==> config.mk <==
export PLATFORM = sky130hd
export DESIGN_NAME = lsu_mem_initiator
export DESIGN_NICKNAME = d
export VERILOG_FILES = /design/src/rtl/lsu_mem_initiator.sv
export SDC_FILE = /design/constraint.sdc
export NUM_CORES = 1
export LEC_CHECK = 0
export CORE_AREA = 5 5 166 168
export CTS_BUF_LIST = sky130_fd_sc_hd__clkbuf_8
export DETAILED_ROUTE_END_ITERATION = 16
export DIE_AREA = 0 0 171 173
export HOLD_SLACK_MARGIN = 0.06
export PLACE_DENSITY = 0.55
export SYNTH_ARGS = -nofsm -noshare
export SYNTH_HDL_FRONTEND = slang
export SYNTH_SLANG_ARGS = --single-unit
==> constraint.sdc <==
create_clock -name i_clk -period 3.1 [get_ports i_clk]
set_input_delay 0.93 -clock i_clk [delete_from_list [all_inputs] [get_ports i_clk]]
set_output_delay 0.93 -clock i_clk [all_outputs]
set_load 0.05 [all_outputs]
==> src/rtl/lsu_mem_initiator.sv <==
// lsu_mem_initiator
//   Load/store initiator between the core MEM stage and a word-wide,
//   handshaked data memory port. Accepts one request at a time, issues one
//   or two aligned word accesses (misaligned half/word accesses are split),
//   and returns extended load data with a single-cycle response pulse. A
//   watchdog aborts an access that waits TIMEOUT cycles without an ack.
//
// Ports
//   i_clk, i_rst_n        clock, asynchronous active-low reset
//   i_req_valid           request present
//   o_req_ready           high only while idle
//   i_req_we              1 = store, 0 = load
//   i_req_addr[31:0]      byte address
//   i_req_rw_type[2:0]    [1:0] 00 byte/01 half/10 word/11 illegal,
//                         [2] zero-extend load
//   i_req_wdata[31:0]     right-justified store data
//   o_rsp_valid           one-cycle completion pulse
//   o_rsp_rdata[31:0]     extended load data (0 for stores/errors)
//   o_rsp_err             illegal type or timeout, qualified by o_rsp_valid
//   o_mem_req/o_mem_we    memory access request / write
//   o_mem_addr[31:0]      word-aligned address
//   o_mem_be[3:0]         byte-lane write enables (0 for reads)
//   o_mem_wdata[31:0]     lane-aligned write data
//   i_mem_ack             access complete, read data valid same cycle
//   i_mem_rdata[31:0]     read word
module lsu_mem_initiator #(
    parameter int unsigned TIMEOUT = 255
) (
    input  logic        i_clk,
    input  logic        i_rst_n,
    input  logic        i_req_valid,
    output logic        o_req_ready,
    input  logic        i_req_we,
    input  logic [31:0] i_req_addr,
    input  logic [2:0]  i_req_rw_type,
    input  logic [31:0] i_req_wdata,
    output logic        o_rsp_valid,
    output logic [31:0] o_rsp_rdata,
    output logic        o_rsp_err,
    output logic        o_mem_req,
    output logic        o_mem_we,
    output logic [31:0] o_mem_addr,
    output logic [3:0]  o_mem_be,
    output logic [31:0] o_mem_wdata,
    input  logic        i_mem_ack,
    input  logic [31:0] i_mem_rdata
);

    localparam logic [1:0] S_IDLE = 2'd0;
    localparam logic [1:0] S_ACC0 = 2'd1;
    localparam logic [1:0] S_ACC1 = 2'd2;
    localparam logic [1:0] S_RESP = 2'd3;

    localparam int unsigned CW = (TIMEOUT > 1) ? $clog2(TIMEOUT) : 1;
    localparam logic [CW-1:0] LP_LAST = CW'(TIMEOUT - 1);

    logic [1:0]    r_state;
    logic          r_we;
    logic [31:0]   r_addr;
    logic [2:0]    r_type;
    logic [31:0]   r_wdata;
    logic [31:0]   r_lo;
    // Only the low three bytes of the second word can ever reach the result.
    logic [23:0]   r_hi;
    logic          r_err;
    logic [CW-1:0] r_cnt;

    logic [1:0]    w_off;
    logic          w_split;
    logic [3:0]    w_mask;
    logic [7:0]    w_be8;
    logic [63:0]   w_wd64;
    logic [31:0]   w_base;
    logic [31:0]   w_rdv;
    logic [31:0]   w_ext;

    assign w_off   = r_addr[1:0];
    assign w_split = ((r_type[1:0] == 2'b01) && (w_off == 2'b11)) ||
                     ((r_type[1:0] == 2'b10) && (w_off != 2'b00));
    assign w_base  = {r_addr[31:2], 2'b00};
    assign w_be8   = {4'b0000, w_mask} << w_off;
    assign w_wd64  = {32'b0, r_wdata} << {w_off, 3'b000};

    always_comb begin
        w_mask = 4'b0000;
        case (r_type[1:0])
            2'b00:   w_mask = 4'b0001;
            2'b01:   w_mask = 4'b0011;
            2'b10:   w_mask = 4'b1111;
            default: w_mask = 4'b0000;
        endcase
    end

    // ({hi, lo} >> 8*off)[31:0], written per offset
    always_comb begin
        w_rdv = r_lo;
        case (w_off)
            2'd0:    w_rdv = r_lo;
            2'd1:    w_rdv = {r_hi[7:0],  r_lo[31:8]};
            2'd2:    w_rdv = {r_hi[15:0], r_lo[31:16]};
            default: w_rdv = {r_hi[23:0], r_lo[31:24]};
        endcase
    end

    always_comb begin
        w_ext = w_rdv;
        case (r_type[1:0])
            2'b00:   w_ext = r_type[2] ? {24'b0, w_rdv[7:0]}
                                       : {{24{w_rdv[7]}}, w_rdv[7:0]};
            2'b01:   w_ext = r_type[2] ? {16'b0, w_rdv[15:0]}
                                       : {{16{w_rdv[15]}}, w_rdv[15:0]};
            default: w_ext = w_rdv;
        endcase
    end

    always_ff @(posedge i_clk or negedge i_rst_n) begin
        if (!i_rst_n) begin
            r_state <= S_IDLE;
            r_we    <= 1'b0;
            r_addr  <= '0;
            r_type  <= '0;
            r_wdata <= '0;
            r_lo    <= '0;
            r_hi    <= '0;
            r_err   <= 1'b0;
            r_cnt   <= '0;
        end else begin
            case (r_state)
                S_IDLE: begin
                    if (i_req_valid) begin
                        r_we    <= i_req_we;
                        r_addr  <= i_req_addr;
                        r_type  <= i_req_rw_type;
                        r_wdata <= i_req_wdata;
                        r_lo    <= '0;
                        r_hi    <= '0;
                        r_cnt   <= '0;
                        if (i_req_rw_type[1:0] == 2'b11) begin
                            r_err   <= 1'b1;
                            r_state <= S_RESP;
                        end else begin
                            r_err   <= 1'b0;
                            r_state <= S_ACC0;
                        end
                    end
                end
                S_ACC0: begin
                    if (i_mem_ack) begin
                        if (!r_we) r_lo <= i_mem_rdata;
                        r_cnt   <= '0;
                        r_state <= w_split ? S_ACC1 : S_RESP;
                    end else if (r_cnt == LP_LAST) begin
                        r_err   <= 1'b1;
                        r_state <= S_RESP;
                    end else begin
                        r_cnt <= r_cnt + 1'b1;
                    end
                end
                S_ACC1: begin
                    if (i_mem_ack) begin
                        if (!r_we) r_hi <= i_mem_rdata[23:0];
                        r_state <= S_RESP;
                    end else if (r_cnt == LP_LAST) begin
                        r_err   <= 1'b1;
                        r_state <= S_RESP;
                    end else begin
                        r_cnt <= r_cnt + 1'b1;
                    end
                end
                default: r_state <= S_IDLE;
            endcase
        end
    end

    // Memory-side outputs decode from state and request registers, which are
    // frozen outside IDLE, so they hold steady across wait states and drop as
    // soon as reset forces the state back to IDLE.
    always_comb begin
        o_req_ready = (r_state == S_IDLE);
        o_rsp_valid = 1'b0;
        o_rsp_rdata = '0;
        o_rsp_err   = 1'b0;
        o_mem_req   = 1'b0;
        o_mem_we    = 1'b0;
        o_mem_addr  = '0;
        o_mem_be    = '0;
        o_mem_wdata = '0;
        case (r_state)
            S_ACC0: begin
                o_mem_req   = 1'b1;
                o_mem_we    = r_we;
                o_mem_addr  = w_base;
                o_mem_be    = r_we ? w_be8[3:0] : 4'b0000;
                o_mem_wdata = w_wd64[31:0];
            end
            S_ACC1: begin
                o_mem_req   = 1'b1;
                o_mem_we    = r_we;
                o_mem_addr  = w_base + 32'd4;
                o_mem_be    = r_we ? w_be8[7:4] : 4'b0000;
                o_mem_wdata = w_wd64[63:32];
            end
            S_RESP: begin
                o_rsp_valid = 1'b1;
                o_rsp_err   = r_err;
                o_rsp_rdata = (r_err || r_we) ? 32'b0 : w_ext;
            end
            default: ;
        endcase
    end

endmodule
Word level (Yosys, flattened, before mapping):

Index checks and enable logic that the tools add are counted.

* register bits: 135
* bits of input ports: 104
* output and inout port bits: 105

* add/subtract/negate cells: 2
* eq/ne operators: 18
* shifts and indexed selects: 2
* muxes and demuxes: 41
* reductions and logical operators: 18

Operator list (number)
* case mux 32 bit (2 select lines): 4
* 2-to-1 mux 32 bit: 7
* case mux 32 bit (3 select lines): 1
* 2-to-1 mux 24 bit: 3
* left shift 32 x 5 -> 64 bit: 1
* case mux 24 bit (2 select lines): 1
* adder 32 x 3 -> 32 bit, second input constant: 1
* 2-to-1 mux 8 bit: 4
* case mux 8 bit (3 select lines): 1
* != test 2 bit, second input constant: 7
* == test 2 bit, second input constant: 6
* case mux 4 bit (3 select lines): 1
* AND reduction 4 bit: 3
* 2-to-1 mux 2 bit: 5
* 2-to-1 mux 1 bit: 9
* adder 8 x 1 -> 8 bit, second input constant: 1
* == test 8 bit, second input constant: 1
* 2-to-1 mux 4 bit: 2
* case mux 4 bit (2 select lines): 1
* nonzero test 2 bit: 4
* left shift 4 x 2 -> 8 bit: 1
* == test 2 x 1 -> 1 bit, second input constant: 3
* logical NOT 2 bit: 3
* case mux 2 bit (3 select lines): 1
* 8 further kinds: 10

Logic depth before layout (Yosys ltp):

* word-level depth: 6
* depth in mapped cells: 9

Worst setup path after synthesis:

OpenSTA, ideal clock, no wires.

* path kind: register to output
* start: register r_state[1]
* end: output port o_mem_addr[18]
* data arrival time: 3.311 ns
* slack: -1.141 ns
* stages on the path, launching flop included: 7
* buffers on the path: 2
* cell sequence: dfrtp_1 inv_1 ha_1 nand2_1 clkbuf_1 buf_1 o41ai_1

* word-level cells in the longest chain between the ends: 2
* elaborated cells between the ends (all ways): 3
* those cells by class: eq/ne (2); mux (1)

RTL lines
* start: declaration: RTL line 57 `logic [1:0] r_state;`
* start signal: assignment: RTL line 151 `r_state <= w_split ? S_ACC1 : S_RESP;`
* == test 2 bit or == test 2 x 1 -> 1 bit (tied branches): RTL line 188 `case (r_state)`
* case mux 32 bit (2 select lines) (*): RTL line 188
* end: declaration: RTL line 42 `output logic [31:0] o_mem_addr,`

Every way passes the cells marked *; elsewhere a longest branch is shown, timed or not.

Worst setup path after layout:

* start: register r_addr[8]
* end: output port o_mem_addr[22]

* word-level cells in the longest chain between the ends: 2

RTL lines
* start: declaration: RTL line 59 `logic [31:0] r_addr;`
* start signal: assignment: RTL line 132 `r_addr <= i_req_addr;`
* adder 32 x 3 -> 32 bit: RTL line 199 `o_mem_addr = w_base + 32'd4;`
* case mux 32 bit (2 select lines): RTL line 188

No other way between the ends.

==> results.txt <==
outcome = complete, but fails checks
failing checks = negative setup slack
WP data arrival = 2.43 ns
Register Area = 3390 µm²
antenna-violating nets left = 0
drt total wl = 32.5 mm
Cells after Synth = 924
P per Cell Area = 1080 nW/µm²
Vias/cell = 5.38
vias in the first global route = 8490
initial antenna violation count = 5
flops & latches, synth = 135
htree depth = 4
die width = 171 µm
overflow left after global routing = 0
Die Footprint = 29600 µm²
number of synthesized flops with an enable pin = 0
core area = 25800 µm²
DR pass1 iterations = 5
Worst-path clk slew = 0.08 ns
multi-input logic area = 6230 µm²
Final setup viols = 59
GPL Wtd Cong = 0.847
launching point of the worst reg2reg path = r_state[1]$_DFFE_PN0P_
per-cell routed wire length = 20.7 µm
overall die height = 173 µm
maxcap violations = 0
Worst Tran Pin Value = 0.634 ns
maximum VDD drop = 750 µV
RSZ-0062 raised after global routing = true
Clk Latency, worst-skew pair = 0.45 ns
clk_skew = 0.0114 ns
Setup CP Type = reg -> out
max_slew headroom = 57.7%
first-pass GRT wire length = 49.2 mm
ys flop type = dfrtp_1
share of synthesized registers carrying an async set or reset = 100%
R2R Setup Slk = 0.95 ns
post-synthesis cell type count = 48
Tcrit/Tclk final = 108%
Register-to-Register Path Depth = 8
r2r endpoint = r_cnt[0]$_DFFE_PN0P_
HPWL Detailed = 21.7 mm
commonest non-fill, non-tap cells in the layout = 167 x nand2_1, 130 x dfrtp_1, 118 x buf_12
number of I/O pins = 209
fill count = 2085
Root Buffer Master = clkbuf_8
number of buffers created by CTS = 17
DRC = 0
post-synthesis area per instance = 9.32 µm²
Slew Limit Fails = 0
Port-buffer cells = 206
share of cells above drive strength 1 = 46.4%
CTS max path bufs = 2
initial drt markers = 587
peak fanout along the critical path = 6
largest net degree at the start of global routing = 65
fin area = 15100 µm²
Cell Area, Placed = 12800 µm²
Hold Vio Cnt, Final = 0
fmax = 297 MHz
final net count = 1335
sequential-to-total area share from yosys stat = 39.2%
Cell Rows = 59
Worst setup EP type = output pin
gr usage total = 21.0%
mapped cell area = 8610 µm²
CTS tree = done
pre-CTS setup slack = 0.0483 ns
min Tclk post-route = 3.36 ns
Final WS setup = -0.262 ns
startpoint types = register
starting density of the core = 33.4%
diode count = 0
commonest non-fill, non-tap cell in the layout = nand2_1
routed via count = 8430
clock sink total = 135
Ys Warns = 0
Hold WC Path Type = in -> async
Layout Utilization = 58.8%
Area Growth Syn to Fin = 75.9%
Critical Path RT = 2.17 ns
Leakage = 6.17 nW
==> state kept, by name, indices dropped and copies added, names as in the netlist, 2 cells and up <==
name and flops:
r_lo 32, r_type 3, r_cnt 8, r_state 2, r_addr 32, r_wdata 32
r_hi 24
==> synthesized netlist by cell type (17+ instances only) <==
library cell | n | area (µm²)
nand3_1 | 18 | 90.1
o21ai_0 | 102 | 510
o22ai_1 | 17 | 106
inv_1 | 32 | 120
a22oi_1 | 27 | 203
nand2_1 | 179 | 672
mux4_2 | 31 | 698
and2_1 | 31 | 194
mux2i_1 | 26 | 260
dfrtp_1 | 135 | 3380
clkbuf_1 | 48 | 180
a21oi_1 | 32 | 160
mux2_2 | 71 | 800
==> timing repair <==
| item | 4_1_cts | 5_1_grt |
|---|---|---|
| pin swaps | 32 | 57 |
| resized for setup | 145 | 160 |
| cloned | 8 | 2 |
| hold buffers | 0 | 0 |
| endpoints found under the setup margin | 92 | 98 |
| setup buffers | 26 | 33 |
==> worst max path at each step <==
stage | from | cells after the start | to | slack, ns
detailed placement | r_state[1]$_DFFE_PN0P_ | 9 | o_mem_addr[29] | 0.05
global route | r_addr[20]$_DFFE_PN0P_ | 8 | o_mem_addr[30] | -0.38
floorplan | r_state[1]$_DFFE_PN0P_ | 5 | o_rsp_rdata[10] | -0.02
CTS | r_addr[3]$_DFFE_PN0P_ | 8 | o_mem_addr[22] | -0.24
finish | r_addr[8]$_DFFE_PN0P_ | 7 | o_mem_addr[22] | -0.26
global placement | r_state[0]$_DFFE_PN0P_ | 8 | o_mem_wdata[5] | 0.13
==> critical path, stage by stage (launching register included) <==
cell	delay, ns
dfrtp_1	0.47
nand3_2	0.19
nor4_4	0.34
buf_4	0.19
nand3_4	0.11
or4_4	0.43
nand3_2	0.12
buf_12	0.14
==> power by group <==
group / switching (mW) / leakage, nW / internal (mW)
registers: 0.812 / 1.70 / 2.47
clock network: 0.777 / 0.184 / 0.717
logic: 6.12 / 4.28 / 5.44
==> kinds of logic after synthesis <==
kind of cell | after synthesis | share of synthesized area, %
compound gates | 237 | 16.5
xor+xnor | 1 | 0.102
fa+ha+maj | 13 | 1.89
buf+inv | 107 | 5.04
flops | 135 | 39.2
mux | 128 | 20.4
other cells | 1 | 0.0436
simple gates | 302 | 16.7
==> stage by stage <==
step | std cells | hold WS, ns | total power [mW] | TNS [ns]
2_1_floorplan | 925 | 0.445 | 8.76 | -0.221
3_3_place_gp | 1469 | 0.460 | 12.6 | 0
3_5_place_dp | 1469 | 0.469 | 12.6 | 0
4_1_cts | 1535 | 0.473 | 15.2 | -8.59
5_1_grt | 1566 | 0.484 | 17.2 | -15.47
6_report | 1566 | 0.465 | 16.3 | -8.89
==> layer usage <==
metal / vias up / track usage, % / routed length (µm)
li1: 3921 / - / -
met2: 274 / 33.6 / 15800
met5: - / 0 / 69
met4: 10 / 5.05 / 609
met3: 52 / 6.32 / 2210
met1: 4173 / 27.9 / 13800
==> final cells by class <==
class                   count  area share (%)
clock buffers              17            1.54
flip-flops and latches    135            22.4
well taps                 335            2.77
clock inverters            15            1.03
inverters                  32           0.843
multi-input cells         684            41.1
repair buffers            348            30.3
Note: power is estimated with default switching activity, not from simulation.
